--- src/rtl/pwm_sequencer_if.sv ---
// pwm_sequencer host/core signal bundle.
// master drives table/control inputs, slave is the sequencer.
interface pwm_sequencer_if #(
  parameter int IDXW  = 3,
  parameter int WIDTH = 8,
  parameter int REPW  = 8
);
  logic             wr_en;
  logic [IDXW-1:0]  wr_addr;
  logic [WIDTH-1:0] wr_duty;
  logic [REPW-1:0]  wr_reps;
  logic [IDXW-1:0]  seq_len;
  logic             loop;
  logic             go;
  logic             halt;
  logic             period_done;
  logic             pwm_start;
  logic             pwm_stop;
  logic [WIDTH-1:0] duty;
  logic             duty_load;
  logic             busy;
  logic             done;
  logic [IDXW-1:0]  cur_idx;

  modport master (
    output wr_en, wr_addr, wr_duty, wr_reps,
    output seq_len, loop, go, halt, period_done,
    input  pwm_start, pwm_stop, duty, duty_load,
    input  busy, done, cur_idx
  );

  modport slave (
    input  wr_en, wr_addr, wr_duty, wr_reps,
    input  seq_len, loop, go, halt, period_done,
    output pwm_start, pwm_stop, duty, duty_load,
    output busy, done, cur_idx
  );
endinterface

--- src/rtl/pwm_sequencer.sv ---
// Steps the PWM core through a table of duty values,
// updating duty only on period boundaries.
module pwm_sequencer #(
  parameter int IDXW  = 3,
  parameter int WIDTH = 8,
  parameter int REPW  = 8
) (
  input logic            clk,
  input logic            reset,
  pwm_sequencer_if.slave bus
);
  localparam int DEPTH = 2 ** IDXW;
  localparam logic [1:0] IDLE   = 2'd0;
  localparam logic [1:0] LAUNCH = 2'd1;
  localparam logic [1:0] RUN    = 2'd2;
  localparam logic [1:0] STOP   = 2'd3;

  logic [WIDTH-1:0] tduty_q [DEPTH];
  logic [REPW-1:0]  treps_q [DEPTH];

  logic [1:0]       state_q, state_d;
  logic [IDXW-1:0]  idx_q, idx_d;
  logic [IDXW-1:0]  last_q, last_d;
  logic [REPW-1:0]  rep_q, rep_d;
  logic             loop_q, loop_d;
  logic [WIDTH-1:0] duty_q, duty_d;
  logic             start_q, start_d;
  logic             stop_q, stop_d;
  logic             load_q, load_d;
  logic             done_q, done_d;
  logic             busy_q;

  logic             wr_ok;
  logic [WIDTH-1:0] duty0;
  logic [IDXW-1:0]  idx_nx;

  assign wr_ok  = bus.wr_en && (state_q == IDLE);
  // a write to entry 0 on the go edge must reach the launch duty
  assign duty0  = (wr_ok && bus.wr_addr == '0) ?
                  bus.wr_duty : tduty_q[0];
  assign idx_nx = idx_q + 1'b1;

  always_comb begin
    state_d = state_q;
    idx_d   = idx_q;
    last_d  = last_q;
    rep_d   = rep_q;
    loop_d  = loop_q;
    duty_d  = duty_q;
    start_d = 1'b0;
    stop_d  = 1'b0;
    load_d  = 1'b0;
    done_d  = 1'b0;
    unique case (1'b1)
      state_q == IDLE: begin
        if (bus.go) begin
          last_d  = bus.seq_len;
          loop_d  = bus.loop;
          idx_d   = '0;
          rep_d   = '0;
          duty_d  = duty0;
          load_d  = 1'b1;
          start_d = 1'b1;
          state_d = LAUNCH;
        end
      end
      state_q == LAUNCH: begin
        state_d = bus.halt ? STOP : RUN;
      end
      state_q == RUN: begin
        if (bus.halt) begin
          state_d = STOP;
        end else if (bus.period_done) begin
          if (rep_q != treps_q[idx_q]) begin
            rep_d = rep_q + 1'b1;
          end else if (idx_q != last_q) begin
            idx_d  = idx_nx;
            rep_d  = '0;
            duty_d = tduty_q[idx_nx];
            load_d = 1'b1;
          end else if (loop_q) begin
            idx_d  = '0;
            rep_d  = '0;
            duty_d = tduty_q[0];
            load_d = 1'b1;
          end else begin
            state_d = STOP;
            stop_d  = 1'b1;
            done_d  = 1'b1;
          end
        end
      end
      state_q == STOP: begin
        // natural exit enters with stop already out;
        // a halt exit spends one cycle raising it
        if (stop_q) state_d = IDLE;
        else        stop_d  = 1'b1;
      end
      default: state_d = IDLE;
    endcase
  end

  always_ff @(posedge clk or posedge reset) begin
    if (reset) begin
      state_q <= IDLE;
      idx_q   <= '0;
      last_q  <= '0;
      rep_q   <= '0;
      loop_q  <= 1'b0;
      duty_q  <= '0;
      start_q <= 1'b0;
      stop_q  <= 1'b0;
      load_q  <= 1'b0;
      done_q  <= 1'b0;
      busy_q  <= 1'b0;
      for (int i = 0; i < DEPTH; i++) begin
        tduty_q[i] <= '0;
        treps_q[i] <= '0;
      end
    end else begin
      state_q <= state_d;
      idx_q   <= idx_d;
      last_q  <= last_d;
      rep_q   <= rep_d;
      loop_q  <= loop_d;
      duty_q  <= duty_d;
      start_q <= start_d;
      stop_q  <= stop_d;
      load_q  <= load_d;
      done_q  <= done_d;
      busy_q  <= (state_d != IDLE);
      if (wr_ok) begin
        tduty_q[bus.wr_addr] <= bus.wr_duty;
        treps_q[bus.wr_addr] <= bus.wr_reps;
      end
    end
  end

  assign bus.pwm_start = start_q;
  assign bus.pwm_stop  = stop_q;
  assign bus.duty      = duty_q;
  assign bus.duty_load = load_q;
  assign bus.busy      = busy_q;
  assign bus.done      = done_q;
  assign bus.cur_idx   = idx_q;
endmodule

--- src/flat_wrapper.sv ---
// flat-port wrapper written by rule: the top's interface ports become plain ports
module pwm_sequencer_flat 
#(
  parameter int IDXW  = 3,
  parameter int WIDTH = 8,
  parameter int REPW  = 8
)
  (clk, reset, bus_wr_en, bus_wr_addr, bus_wr_duty, bus_wr_reps, bus_seq_len, bus_loop, bus_go, bus_halt, bus_period_done, bus_pwm_start, bus_pwm_stop, bus_duty, bus_duty_load, bus_busy, bus_done, bus_cur_idx);
  pwm_sequencer_if #(.IDXW(IDXW), .WIDTH(WIDTH), .REPW(REPW)) bus_i ();
  input logic clk;
  input logic reset;
  input wire logic [$bits(bus_i.wr_en)-1:0] bus_wr_en;
  input wire logic [$bits(bus_i.wr_addr)-1:0] bus_wr_addr;
  input wire logic [$bits(bus_i.wr_duty)-1:0] bus_wr_duty;
  input wire logic [$bits(bus_i.wr_reps)-1:0] bus_wr_reps;
  input wire logic [$bits(bus_i.seq_len)-1:0] bus_seq_len;
  input wire logic [$bits(bus_i.loop)-1:0] bus_loop;
  input wire logic [$bits(bus_i.go)-1:0] bus_go;
  input wire logic [$bits(bus_i.halt)-1:0] bus_halt;
  input wire logic [$bits(bus_i.period_done)-1:0] bus_period_done;
  output wire logic [$bits(bus_i.pwm_start)-1:0] bus_pwm_start;
  output wire logic [$bits(bus_i.pwm_stop)-1:0] bus_pwm_stop;
  output wire logic [$bits(bus_i.duty)-1:0] bus_duty;
  output wire logic [$bits(bus_i.duty_load)-1:0] bus_duty_load;
  output wire logic [$bits(bus_i.busy)-1:0] bus_busy;
  output wire logic [$bits(bus_i.done)-1:0] bus_done;
  output wire logic [$bits(bus_i.cur_idx)-1:0] bus_cur_idx;
  assign bus_i.wr_en = bus_wr_en;
  assign bus_i.wr_addr = bus_wr_addr;
  assign bus_i.wr_duty = bus_wr_duty;
  assign bus_i.wr_reps = bus_wr_reps;
  assign bus_i.seq_len = bus_seq_len;
  assign bus_i.loop = bus_loop;
  assign bus_i.go = bus_go;
  assign bus_i.halt = bus_halt;
  assign bus_i.period_done = bus_period_done;
  assign bus_pwm_start = bus_i.pwm_start;
  assign bus_pwm_stop = bus_i.pwm_stop;
  assign bus_duty = bus_i.duty;
  assign bus_duty_load = bus_i.duty_load;
  assign bus_busy = bus_i.busy;
  assign bus_done = bus_i.done;
  assign bus_cur_idx = bus_i.cur_idx;
  pwm_sequencer #(.IDXW(IDXW), .WIDTH(WIDTH), .REPW(REPW)) u_core (.clk(clk), .reset(reset), .bus(bus_i));
endmodule
--- config.mk ---
export PLATFORM = sky130hd
export DESIGN_NAME = pwm_sequencer_flat
export DESIGN_NICKNAME = d
export VERILOG_FILES = /design/src/rtl/pwm_sequencer_if.sv /design/src/rtl/pwm_sequencer.sv /design/src/flat_wrapper.sv
export SDC_FILE = /design/constraint.sdc
export NUM_CORES = 1
export LEC_CHECK = 0
export BUFFER_PORTS_ARGS = -buffer_cell sky130_fd_sc_hd__buf_2
export CAP_MARGIN = 20
export CORE_UTILIZATION = 55
export CTS_BUF_LIST = sky130_fd_sc_hd__clkbuf_16
export CTS_CLUSTER_SIZE = 28
export DETAILED_ROUTE_END_ITERATION = 8
export PLACE_DENSITY_LB_ADDON = 0.05
export SETUP_SLACK_MARGIN = 0.15
export SYNTH_ARGS = -nofsm -noshare
export SYNTH_HDL_FRONTEND = slang
export SYNTH_SLANG_ARGS = --single-unit
--- constraint.sdc ---
create_clock -name clk -period 5.64 [get_ports clk]
set_input_delay 0.564 -clock clk [delete_from_list [all_inputs] [get_ports clk]]
set_output_delay 0.564 -clock clk [all_outputs]
set_load 0.05 [all_outputs]
==> results list <==
* Core Area: between 10000 and 15000 sq um
* Category of the most critical setup path: reg -> reg
* Parity-gate share of the synthesized area counting xor and xnor cells: 0.0132
* Level count of the clock H-tree: 4
* Signed area change from the synthesized netlist to the final layout: 12.4%
- Counting I/O delays and the setup requirement, the final critical path takes 3840 ps.
* HPWL reported at the end of detailed placement: 9680 microns
* Vias in the first global route: approximately 4500
- Startpoint of the lowest-slack register-to-register path: u_core.bus.cur_idx[1]
- Hold Path Class: in -> async
* Die outline area: between 10000 and 15000 sq um
- After the first detailed-routing iteration, the DRC count stood at just over 300.
* Setup Fix Bufs, Post-CTS: 0
* Fillers: roughly 1000
- Yosys printed 0 warnings.
- TritonCTS built the clock tree.
- Buffer depth of the longest clock path: 2
- For the worst setup path, the data required time is a little under 6000 ps.
- VDD sags by at most approximately 0.28 mV.
- In the final design database the tool counted approximately 590 nets.
- Among all flip-flop cells after synthesis, the most frequent one is sky130_fd_sc_hd__dfrtp_1.
- The number of hold-slack violations in the final timing report is 0.
* Height of the die: 117 microns
- At the pin with the least slew margin, the transition time is ~1200 ps.
* Simple-gate area share of the yosys netlist: 0.0365
- In the finished design, the share of the clock period the worst path needs comes to 0.681.
* Number of hold-repair buffers added at the cts stage: 0
- Via density per instance: between 5 and 6
- Maximum net fanout on the critical path: 22
- Max-capacitance violation count: 0
- The floorplan step set the die width to approximately 120 microns.
* Highest attainable clock frequency: between 0.2 and 0.3 GHz
* Multiplexer fraction of the synthesized cell area: 0.339
* Mean instance size in the synthesized netlist: about 14 sq um
- Counting flops and latches in the post-synthesis netlist gives around 160.
* Flop-to-flop setup slack: around 1800 ps
- Worst stage delay on the critical path: approximately 1000 ps
- The number of nets in the synthesized netlist is about 540.
- Number of buffers and inverters on the critical path: 0
* First-pass GRT wire length: 24600 microns
* RSZ-0062 raised after global routing: no
- Counting flops with a built-in enable in the synthesized netlist gives 0.
* Main combinational cell family by area after synthesis: multiplexers
- The analysis attributes to cell leakage a power of just under 4 nW.
- Proportion of synthesized chip area in sequential cells: 0.541
- After detailed routing, the average wire length per cell comes to 20.9 microns.
- Number of cell rows: 41
- Top delay family on crit path: multiplexers
- In this run the cell area of the synthesized design comes to between 7000 and 8000 sq um.
- After detailed routing, the number of remaining DRC violations is 0.
- Post-route antenna net violation count: 0
* Synth Instances: roughly 510
- Routability-driven placement finished with a final weighted congestion of about 0.8.
- Antenna violations before repair: 2
- Entering global routing, the biggest net connects between 100 and 150 pins.
- For this run, asynchronously set or reset flops after synthesis account for 1.00.
* Critical path capture point type: flip-flop
- Slowest stage cell, crit path: sky130_fd_sc_hd__dfrtp_1
- Ordered list of cells on the worst path: mux4_1, mux2i_1, xor2_1, nand4_1, or4_1, a211o_1, mux2_2
* Routed via count: roughly 4400
- I/O pins: between 40 and 50
* Cts bufs inserted: 17
- In this run the power density over the cells is between 400 and 500 nW/um^2.
- Overall routed net length: about 16000 microns
* Final-layout setup total negative slack: 0 ps
- Clock-pin slew was measured on the worst setup and hold paths at 60 ps.
- In this run, distinct cell masters in the synthesized netlist total 35.
* Worst path arrival time: between 4000 and 5000 ps
* GRT Total Usage: 0.250
- Area used by multi-input combinational logic: ~3200 sq um
- The flow ran to the end, and the final reports show no timing, DRC or antenna violations.
* Adder-cell share of the synthesized area: 0.00342
- The total overflow left after global routing is 0.
- 1st-pass router iterations: 4
- IO Port Bufs: between 40 and 50
* Startpoint types: flip-flop
- Clock latency on the worst-skew pair, taken at its later pin, is 420 ps.
* Endpoint of the lowest-slack register-to-register path: u_core.bus.cur_idx[0]
- Design Power: roughly 4 mW
- The number of gates resized after CTS was 0.
- FF/Latch Area: approximately 4000 sq um
- Across the routed clock network, the largest skew measured is around 9 ps.
- Number of setup violations in the final report: 0
- Clk Tree Root Cell: sky130_fd_sc_hd__clkbuf_16
- Fin. max-slew vios: 0
- Measured in cells, the most critical reg-to-reg path has a length of 7.
- Worst slew margin relative to its limit: 0.207
- For this configuration, the core starts out at a cell density of 0.572.
- The area fraction in compound gates after synthesis is 0.0388.
- CTS saw between 150 and 200 sinks.
* Fraction of final layout cells with drive strength greater than 1: 0.424
==> synthesized netlist by cell type, types with 4 or more instances <==
| cell type | count | share of area |
|---|---|---|
| sky130_fd_sc_hd__dfrtp_1 | 158 | 0.54 |
| sky130_fd_sc_hd__mux2_2 | 133 | 0.20 |
| sky130_fd_sc_hd__mux2i_1 | 32 | 0.044 |
| sky130_fd_sc_hd__mux4_2 | 27 | 0.083 |
| sky130_fd_sc_hd__a21oi_1 | 23 | 0.016 |
| sky130_fd_sc_hd__inv_1 | 19 | 0.0098 |
| sky130_fd_sc_hd__clkbuf_1 | 16 | 0.0082 |
| sky130_fd_sc_hd__nand2_1 | 12 | 0.0062 |
| sky130_fd_sc_hd__nor2_1 | 11 | 0.0056 |
| sky130_fd_sc_hd__o21ai_0 | 10 | 0.0068 |
| sky130_fd_sc_hd__xnor2_1 | 9 | 0.011 |
| sky130_fd_sc_hd__nor3_1 | 7 | 0.0048 |
| sky130_fd_sc_hd__o22ai_1 | 7 | 0.0060 |
| sky130_fd_sc_hd__nand3_1 | 6 | 0.0041 |
| sky130_fd_sc_hd__and3_1 | 4 | 0.0034 |
| sky130_fd_sc_hd__nor2b_1 | 4 | 0.0034 |
==> power breakdown <==
part / switching (mW) / internal [mW]
logic: 0.534 / 0.579
registers: 0.266 / 1.58
clock network: 0.439 / 0.550
total: 1.24 / 2.71
==> through the flow <==
stage / hold WS [ps] / std cells / utilization / area [sq um] / worst slack, ps
3_5_place_dp: 490 / 710 / 0.602 / 7690 / 1780
5_1_grt: 373 / 744 / 0.643 / 8220 / 1610
6_report: 299 / 745 / 0.644 / 8220 / 1800
4_1_cts: 363 / 742 / 0.642 / 8200 / 1760
3_3_place_gp: 481 / 709 / 0.600 / 7660 / 1830
2_1_floorplan: 470 / 513 / - / 7310 / 813
==> logic make-up (layout without fill, tap and decap cells) <==
group | count (synthesis) | in the layout
AO/OA/AOI/OAI | 49 | 49
AND/OR/NAND/NOR | 54 | 54
multiplexers | 194 | 194
adder cells (fa/ha/maj) | 2 | 2
buffers and inverters | 45 | 103
XOR/XNOR | 11 | 11
other | 0 | 2
flip-flops | 158 | 158
==> worst max-delay path by stage <==
stage                     startpoint                     to  slack, ps  cells past startpoint
3_3_place_gp   u_core.bus.cur_idx[0]  u_core.bus.cur_idx[0]       1830                      8
5_1_grt        u_core.bus.cur_idx[0]  u_core.bus.cur_idx[0]       1610                      8
6_report       u_core.bus.cur_idx[1]  u_core.bus.cur_idx[0]       1800                      7
3_5_place_dp   u_core.bus.cur_idx[0]  u_core.bus.cur_idx[0]       1780                      8
4_1_cts        u_core.bus.cur_idx[0]  u_core.bus.cur_idx[0]       1760                      8
2_1_floorplan                  reset        u_core.bus.busy        810                      1
==> per-layer routing <==
layer,wire [microns],GRT usage,part of all wire
met1,7510,0.341,0.48
met4,254,0.0920,0.016
met3,650,0.0649,0.042
met2,7140,0.386,0.46
met5,0,0,0
==> area by class of cell <==
type,instances,share of cell area
antenna,2,0.000609
clock buffer,17,0.0518
clock inverter,15,0.0104
inverter,19,0.00928
multi-input combinational,310,0.383
sequential,158,0.481
tap,172,0.0262
timing repair buffer,52,0.0374
==> flip-flops by register name, summed over array words and instances, names as in the netlist <==
name and count:
u_core.bus.pwm_start 1, u_core.bus.duty 8, u_core.tduty_q 64, u_core.bus.done 1
u_core.bus.busy 1, u_core.bus.cur_idx 3, u_core.state_q 2, u_core.bus.duty_load 1
u_core.last_q 3, u_core.treps_q 64, u_core.rep_q 8, u_core.loop_q 1
u_core.bus.pwm_stop 1
==> worst reg2reg max path, stage by stage (launching register included) <==
cell                      delay (ps)
sky130_fd_sc_hd__dfrtp_1        1040
sky130_fd_sc_hd__mux4_1          650
sky130_fd_sc_hd__mux2i_1         170
sky130_fd_sc_hd__xor2_1          160
sky130_fd_sc_hd__nand4_1          90
sky130_fd_sc_hd__or4_1           680
sky130_fd_sc_hd__a211o_1         580
sky130_fd_sc_hd__mux2_2          360
==> cells in the final DEF (no fill, tap or decap), types with 2 or more instances in the layout <==
| cell type | n |
|---|---|
| sky130_fd_sc_hd__or3_1 | 3 |
| sky130_fd_sc_hd__ha_1 | 2 |
| sky130_fd_sc_hd__diode_2 | 2 |
| sky130_fd_sc_hd__clkinv_4 | 3 |
| sky130_fd_sc_hd__mux4_1 | 2 |
| sky130_fd_sc_hd__a211o_1 | 2 |
| sky130_fd_sc_hd__mux2_2 | 133 |
| sky130_fd_sc_hd__nand3_1 | 6 |
| sky130_fd_sc_hd__xnor2_1 | 9 |
| sky130_fd_sc_hd__clkbuf_16 | 17 |
| sky130_fd_sc_hd__dfrtp_1 | 157 |
| sky130_fd_sc_hd__and3_1 | 4 |
| sky130_fd_sc_hd__clkinv_1 | 2 |
| sky130_fd_sc_hd__buf_4 | 6 |
| sky130_fd_sc_hd__a21oi_1 | 23 |
| sky130_fd_sc_hd__a22o_1 | 2 |
| sky130_fd_sc_hd__inv_1 | 21 |
| sky130_fd_sc_hd__nand2_1 | 12 |
| sky130_fd_sc_hd__nor2_1 | 11 |
| sky130_fd_sc_hd__xor2_1 | 2 |
| sky130_fd_sc_hd__mux2i_1 | 32 |
| sky130_fd_sc_hd__mux4_2 | 27 |
| sky130_fd_sc_hd__nor2b_1 | 4 |
| sky130_fd_sc_hd__clkinvlp_4 | 2 |
| sky130_fd_sc_hd__o21ai_0 | 10 |
| sky130_fd_sc_hd__nor3_1 | 7 |
| sky130_fd_sc_hd__nand4_1 | 2 |
| sky130_fd_sc_hd__o22ai_1 | 7 |
| sky130_fd_sc_hd__nand2b_1 | 3 |
| sky130_fd_sc_hd__buf_2 | 44 |
| sky130_fd_sc_hd__clkinv_2 | 5 |
(Power assumes the default switching activity.)
